===== config.mk =====
export PLATFORM = sky130hd
export DESIGN_NAME = mc_control_unit
export DESIGN_NICKNAME = d
export VERILOG_FILES = /design/src/rtl/mc_control_unit.sv
export SDC_FILE = /design/constraint.sdc
export NUM_CORES = 1
export LEC_CHECK = 0
export ABC_AREA = 1
export BUFFER_PORTS_ARGS = -buffer_cell sky130_fd_sc_hd__buf_4
export CAP_MARGIN = 10
export CELL_PAD_IN_SITES_DETAIL_PLACEMENT = 1
export CELL_PAD_IN_SITES_GLOBAL_PLACEMENT = 1
export CORE_ASPECT_RATIO = 1.75
export CORE_MARGIN = 2
export CORE_UTILIZATION = 27
export CTS_BUF_LIST = sky130_fd_sc_hd__clkbuf_8
export DETAILED_ROUTE_END_ITERATION = 6
export PLACE_DENSITY = 0.9
export SKIP_LAST_GASP = 1
export SYNTH_ARGS = -nofsm -noshare
export SYNTH_HDL_FRONTEND = slang
export SYNTH_SLANG_ARGS = --single-unit

===== constraint.sdc =====
create_clock -name clk_i -period 6.5 [get_ports clk_i]
set_input_delay 1.3 -clock clk_i [delete_from_list [all_inputs] [get_ports clk_i]]
set_output_delay 1.3 -clock clk_i [all_outputs]
set_load 0.02 [all_outputs]

===== src/rtl/mc_control_unit.sv =====
// Multi-cycle MIPS control FSM with a shared instruction/data memory port and request timeout.
// Define MC_ILLEGAL_TRAP_EN to halt with err_o on unknown opcodes/funcs instead of retiring them as NOPs.
module mc_control_unit #(
  parameter int unsigned MEM_TIMEOUT = 16,
  parameter int unsigned INSTR_NUM   = 256
) (
  input  logic        clk_i,
  input  logic        rst_i,
  input  logic [5:0]  op_i,
  input  logic [5:0]  func_i,
  input  logic [4:0]  rt_i,
  input  logic [4:0]  rd_i,
  input  logic [31:0] pc_i,
  input  logic        zero_i,
  input  logic        addr_ok_i,
  input  logic        mem_ready_i,
  output logic        mem_req_o,
  output logic        mem_sel_o,
  output logic        mem_we_o,
  output logic        pc_we_o,
  output logic        pc_src_o,
  output logic        ir_we_o,
  output logic        alu_src_a_o,
  output logic [1:0]  alu_src_b_o,
  output logic [2:0]  alu_op_o,
  output logic        reg_we_o,
  output logic        reg_dst_o,
  output logic        mem_to_reg_o,
  output logic        instr_done_o,
  output logic        halted_o,
  output logic        err_o
);

  localparam int unsigned CNT_W = $clog2(MEM_TIMEOUT + 1);

  localparam logic [5:0] OP_RTYPE = 6'h00;
  localparam logic [5:0] OP_ADDI  = 6'h08;
  localparam logic [5:0] OP_SLTI  = 6'h0A;
  localparam logic [5:0] OP_LW    = 6'h23;
  localparam logic [5:0] OP_SW    = 6'h2B;
  localparam logic [5:0] OP_BEQ   = 6'h04;

  localparam logic [2:0] ALU_ADD = 3'd0;
  localparam logic [2:0] ALU_SUB = 3'd1;
  localparam logic [2:0] ALU_AND = 3'd2;
  localparam logic [2:0] ALU_OR  = 3'd3;
  localparam logic [2:0] ALU_SLT = 3'd4;

  typedef enum logic [3:0] {
    S_FETCH, S_DECODE, S_EXEC_R, S_WB_R, S_EXEC_I, S_WB_I,
    S_MEM_ADDR, S_MEM_RD, S_MEM_WR, S_WB_MEM, S_BRANCH, S_HALT
  } state_t;

  state_t             state, state_nx;
  logic [CNT_W-1:0]   cnt, cnt_nx;
  logic               err_q, err_nx;
  logic               pc_in_range;
  logic               func_ok;
  logic [2:0]         func_alu;
  logic               expire;

  assign pc_in_range = {1'b0, pc_i} < (33'(INSTR_NUM) << 2);
  assign expire      = !mem_ready_i && (cnt == CNT_W'(MEM_TIMEOUT - 1));
  assign err_o       = err_q;

  always_comb begin
    func_ok  = 1'b1;
    func_alu = ALU_ADD;
    case (func_i)
      6'h20:   func_alu = ALU_ADD;
      6'h22:   func_alu = ALU_SUB;
      6'h24:   func_alu = ALU_AND;
      6'h25:   func_alu = ALU_OR;
      6'h2A:   func_alu = ALU_SLT;
      default: func_ok  = 1'b0;
    endcase
  end

  always_comb begin
    state_nx     = state;
    err_nx       = err_q;
    mem_req_o    = 1'b0;
    mem_sel_o    = 1'b0;
    mem_we_o     = 1'b0;
    pc_we_o      = 1'b0;
    pc_src_o     = 1'b0;
    ir_we_o      = 1'b0;
    alu_src_a_o  = 1'b0;
    alu_src_b_o  = 2'd0;
    alu_op_o     = ALU_ADD;
    reg_we_o     = 1'b0;
    reg_dst_o    = 1'b0;
    mem_to_reg_o = 1'b0;
    halted_o     = 1'b0;
    case (state)
      S_FETCH: begin
        alu_src_b_o = 2'd1;
        if (!pc_in_range) begin
          state_nx = S_HALT;
        end else begin
          mem_req_o = 1'b1;
          if (mem_ready_i) begin
            ir_we_o  = 1'b1;
            pc_we_o  = 1'b1;
            state_nx = S_DECODE;
          end else if (expire) begin
            state_nx = S_HALT;
            err_nx   = 1'b1;
          end
        end
      end
      S_DECODE: begin
        alu_src_b_o = 2'd3;
        case (op_i)
          OP_RTYPE:        state_nx = S_EXEC_R;
          OP_ADDI, OP_SLTI: state_nx = S_EXEC_I;
          OP_LW, OP_SW:    state_nx = S_MEM_ADDR;
          OP_BEQ:          state_nx = S_BRANCH;
          default: begin
`ifdef MC_ILLEGAL_TRAP_EN
            state_nx = S_HALT;
            err_nx   = 1'b1;
`else
            state_nx = S_FETCH;
`endif
          end
        endcase
      end
      S_EXEC_R: begin
        alu_src_a_o = 1'b1;
        alu_op_o    = func_alu;
        if (func_ok) begin
          state_nx = S_WB_R;
        end else begin
`ifdef MC_ILLEGAL_TRAP_EN
          state_nx = S_HALT;
          err_nx   = 1'b1;
`else
          state_nx = S_FETCH;
`endif
        end
      end
      S_WB_R: begin
        reg_we_o  = (rd_i != 5'd0);
        reg_dst_o = 1'b1;
        state_nx  = S_FETCH;
      end
      S_EXEC_I: begin
        alu_src_a_o = 1'b1;
        alu_src_b_o = 2'd2;
        alu_op_o    = (op_i == OP_SLTI) ? ALU_SLT : ALU_ADD;
        state_nx    = S_WB_I;
      end
      S_WB_I: begin
        reg_we_o = (rt_i != 5'd0);
        state_nx = S_FETCH;
      end
      S_MEM_ADDR: begin
        alu_src_a_o = 1'b1;
        alu_src_b_o = 2'd2;
        if (!addr_ok_i)         state_nx = S_FETCH;
        else if (op_i == OP_LW) state_nx = S_MEM_RD;
        else                    state_nx = S_MEM_WR;
      end
      S_MEM_RD: begin
        mem_req_o = 1'b1;
        mem_sel_o = 1'b1;
        if (mem_ready_i) begin
          state_nx = S_WB_MEM;
        end else if (expire) begin
          state_nx = S_HALT;
          err_nx   = 1'b1;
        end
      end
      S_MEM_WR: begin
        mem_req_o = 1'b1;
        mem_sel_o = 1'b1;
        mem_we_o  = 1'b1;
        if (mem_ready_i) begin
          state_nx = S_FETCH;
        end else if (expire) begin
          state_nx = S_HALT;
          err_nx   = 1'b1;
        end
      end
      S_WB_MEM: begin
        reg_we_o     = (rt_i != 5'd0);
        mem_to_reg_o = 1'b1;
        state_nx     = S_FETCH;
      end
      S_BRANCH: begin
        alu_src_a_o = 1'b1;
        alu_op_o    = ALU_SUB;
        pc_src_o    = 1'b1;
        pc_we_o     = zero_i;
        state_nx    = S_FETCH;
      end
      S_HALT:  halted_o = 1'b1;
      default: state_nx = S_FETCH;
    endcase
  end

  // Retire = leaving an instruction's last state back to FETCH; waiting in FETCH is not a retire.
  assign instr_done_o = (state_nx == S_FETCH) && (state != S_FETCH) && (state != S_HALT);

  // The wait counter only runs while a request is outstanding in the same state.
  assign cnt_nx = (state_nx != state || mem_ready_i || !mem_req_o) ? '0 : cnt + 1'b1;

  always_ff @(posedge clk_i) begin
    if (rst_i) begin
      state <= S_FETCH;
      cnt   <= '0;
      err_q <= 1'b0;
    end else begin
      state <= state_nx;
      cnt   <= cnt_nx;
      err_q <= err_nx;
    end
  end

endmodule


==> results.cfg <==
[synth]
synth_top_area_share_pct = 19.3
yosysMostFrequentCell = nor2_1
synth_top_area_cell = dfxtp_1
synthesis.nets = 245
ys_ff_latch = 10
syn_area_per_cell_sq_um = 5.62
synth_seq_area_share_pct = 19.3
ys_top_cells_by_area = dfxtp_1, nor2_1, nand2_1, inv_1, nand3_1
synth-main-ff-cell = dfxtp_1
netlist_instances = 184
synth_common_cells = nor2_1, nand2_1, inv_1
synthArstFlopShare_pct = 0
synth-edff-count = 0
synth_warnings = 0
synth_cell_types = 27
synth.cell_area_sq_um = 1030

[drt]
drt-initial-drc-count = 16
firstDrtPassIters = 4
ant_nets = 0
wirelength_um = 3610
drc = 0
avgViaCountPerCell = 4.71
wl_per_cell_um = 12.0
vias = 1412

[timing]
rsz0062_at_grt = no
max_freq_mhz = 253
setup_violations = 0
setup_slack_ns = 2.55
relSlewSlack_pct = 79.4
finalCritPeriodShare_pct = 60.8
final_max_slew_viol_count = 0
tightest_slew_ns = 0.309
finalSetupTns_ns = 0
fin_crit_ns = 3.95
hold_viol = 0
finClkSkew_ns = 0.00754

[die]
die_h_um = 85.9
num_rows = 29
core-area_sq_um = 3660
dieArea_sq_um = 4360
start_util_pct = 28.2
boundaryPins = 77
die_w_um = 50.8

[final_layout]
diodes = 0
drive_above_1_share_pct = 37.4
syn2layout_area_growth_pct = 58.8
fillers = 532
instances_no_fill = 300
final_nets = 316
multi_input_area_sq_um = 729
stdcell_area_sq_um = 1640
regArea_sq_um = 200

[cts]
numClockSinks = 10
cts_buffers = 3
cts_resized = 0
clock_path_buffers = 2
htree_num_levels = 1
ctsHoldBuffers = 0
ctsRootBufferMaster = clkbuf_8
clkLatencyLatePin_ns = 0.24
tritoncts = built
clk_pin_slew_ns = 0.05
postCtsSetupBuffers = 0

[critical_path]
cp-end-kind = primary output
slowest_delay_ns = 0.26
cp.depth = 10
r2r_cells = 14
start_kind = input pin
crit_chain = buf_4, nor2_1, nand2_1, nor2_1, and2_1, nand3_1, a21oi_1, nand2_1, nor3_2, buf_4
r2r-start = cnt[0]
worstPathRequired_ns = 5.20
rr_endpoint = cnt[0]
rrSetupSlack_ns = 4.40
crit_family = simple AND/OR/NAND/NOR gates
crit_path_start = pc_i[21]
critPathBufInv = 2
cp_max_fo = 2
worst-setup-path-type = input pin to primary output
crit_end = instr_done_o
cp.arrival_ns = 2.65
crit_slowest_cell = a21oi_1

[global_route]
antenna_found_initial = 0
grt_usage_pct = 17.5
grt_overflow = 0
grt_max_degree = 8
grt_first_pass_wirelength_um = 6020
grt_pass1_vias = 1481

[pwr]
seq_power_share_pct = 18.6
power.switching_w = 0.000243
vdd_drop_max_mv = 0.226
combPwrFrac_pct = 64.9
power-per-cell-area_nw_per_um2 = 295
power_frac_clock_pct = 16.5
leakage_nw = 0.870
p_sw_share_pct = 50.2
intPower_w = 0.000241

[placement]
place_inst = 296
place.gp.congestion = 0.887
io_buffers = 66
place_ws_ns = 2.57
hpwlAfterDp_um = 3130
place_area_sq_um = 1590

[min_path]
hold_path.class = flip-flop to flip-flop

[run_status]
status = completed

[run]
drv_cap = 0
==> power groups by stage <==
stage	clock network [W]	logic [W]	registers (W)
after floorplan	0	0.000201	0.0000863
after global placement	0	0.000306	0.0000899
after detailed placement	0	0.000313	0.0000910
after CTS	0.0000818	0.000318	0.0000897
after global routing	0.0000841	0.000343	0.0000924
final	0.0000799	0.000314	0.0000902
==> per-stage QoR <==
step                utilization, %  hold WS, ns  power, W
global route                  44.8        0.480  0.000519
global placement              43.3        0.427  0.000396
CTS                           44.8        0.467  0.000490
detailed placement            43.3        0.460  0.000404
floorplan                        -        0.417  0.000288
finish                        44.8        0.463  0.000485
==> logic make-up after synthesis <==
| group | count (synthesis) | share of synthesized area (%) |
|---|---|---|
| DFF | 10 | 19.3 |
| adders and majority gates | 2 | 2.42 |
| xor gates and xnor gates | 2 | 1.69 |
| AOI/OAI and AO/OA | 12 | 6.89 |
| and+or+nand+nor | 130 | 59.5 |
| buffers and inverters | 28 | 10.2 |
==> cells in the final DEF, fill, tap and decap left out <==
| cell | Yosys | final |
|---|---|---|
| nor2_4 | 2 | 2 |
| nor2_2 | 5 | 5 |
| nand3_2 | 2 | 2 |
| dfxtp_1 | 10 | 10 |
| or2_1 | 1 | 1 |
| nand3_1 | 17 | 17 |
| nand2_2 | 10 | 10 |
| inv_1 | 24 | 24 |
| and3_1 | 1 | 1 |
| nor3_1 | 6 | 6 |
| a31oi_1 | 1 | 1 |
| and2_1 | 1 | 1 |
| inv_2 | 4 | 4 |
| nor3_2 | 1 | 1 |
| xnor2_1 | 1 | 1 |
| nand3b_1 | 2 | 2 |
| nand2b_1 | 1 | 1 |
| nand4_1 | 4 | 4 |
| ha_1 | 2 | 2 |
| nor2_1 | 42 | 42 |
| a22o_1 | 1 | 1 |
| xor2_1 | 1 | 1 |
| nand2_1 | 35 | 35 |
| o22ai_1 | 2 | 2 |
| o21ai_2 | 1 | 1 |
| o21ai_0 | 3 | 3 |
| buf_4 | 0 | 66 |
| a21oi_1 | 4 | 4 |
| clkbuf_8 | 0 | 4 |
==> flip-flops by register name, summed over array words and instances (netlist names) <==
| name | flops |
|---|---|
| cnt | 5 |
| state | 4 |
| err_o | 1 |
==> layout make-up <==
cell class,instances,area share (%)
Tap cell,46,3.50
Clock buffer,4,3.35
Multi-Input combinational cell,146,44.4
Inverter,28,6.40
Sequential cell,10,12.2
Timing Repair Buffer,66,30.2
==> routing by layer <==
layer	vias up	global-route usage (%)	part of all wire, %
met2	26	36.2	62
met5	-	0	0
li1	725	-	-
met4	0	7.13	1.7
met3	7	1.39	2.3
met1	654	16.6	34
==> worst min-delay path by stage <==
stage           start  endpoint  slack, ns  cells past startpoint
2_1_floorplan  cnt[0]    cnt[0]       0.42                      1
3_3_place_gp   cnt[0]    cnt[0]       0.43                      1
3_5_place_dp   cnt[0]    cnt[0]       0.46                      1
4_1_cts        cnt[0]    cnt[0]       0.47                      1
5_1_grt        cnt[0]    cnt[0]       0.48                      1
6_report       cnt[0]    cnt[0]       0.46                      1
No activity file was read; power rests on OpenSTA's default activity.
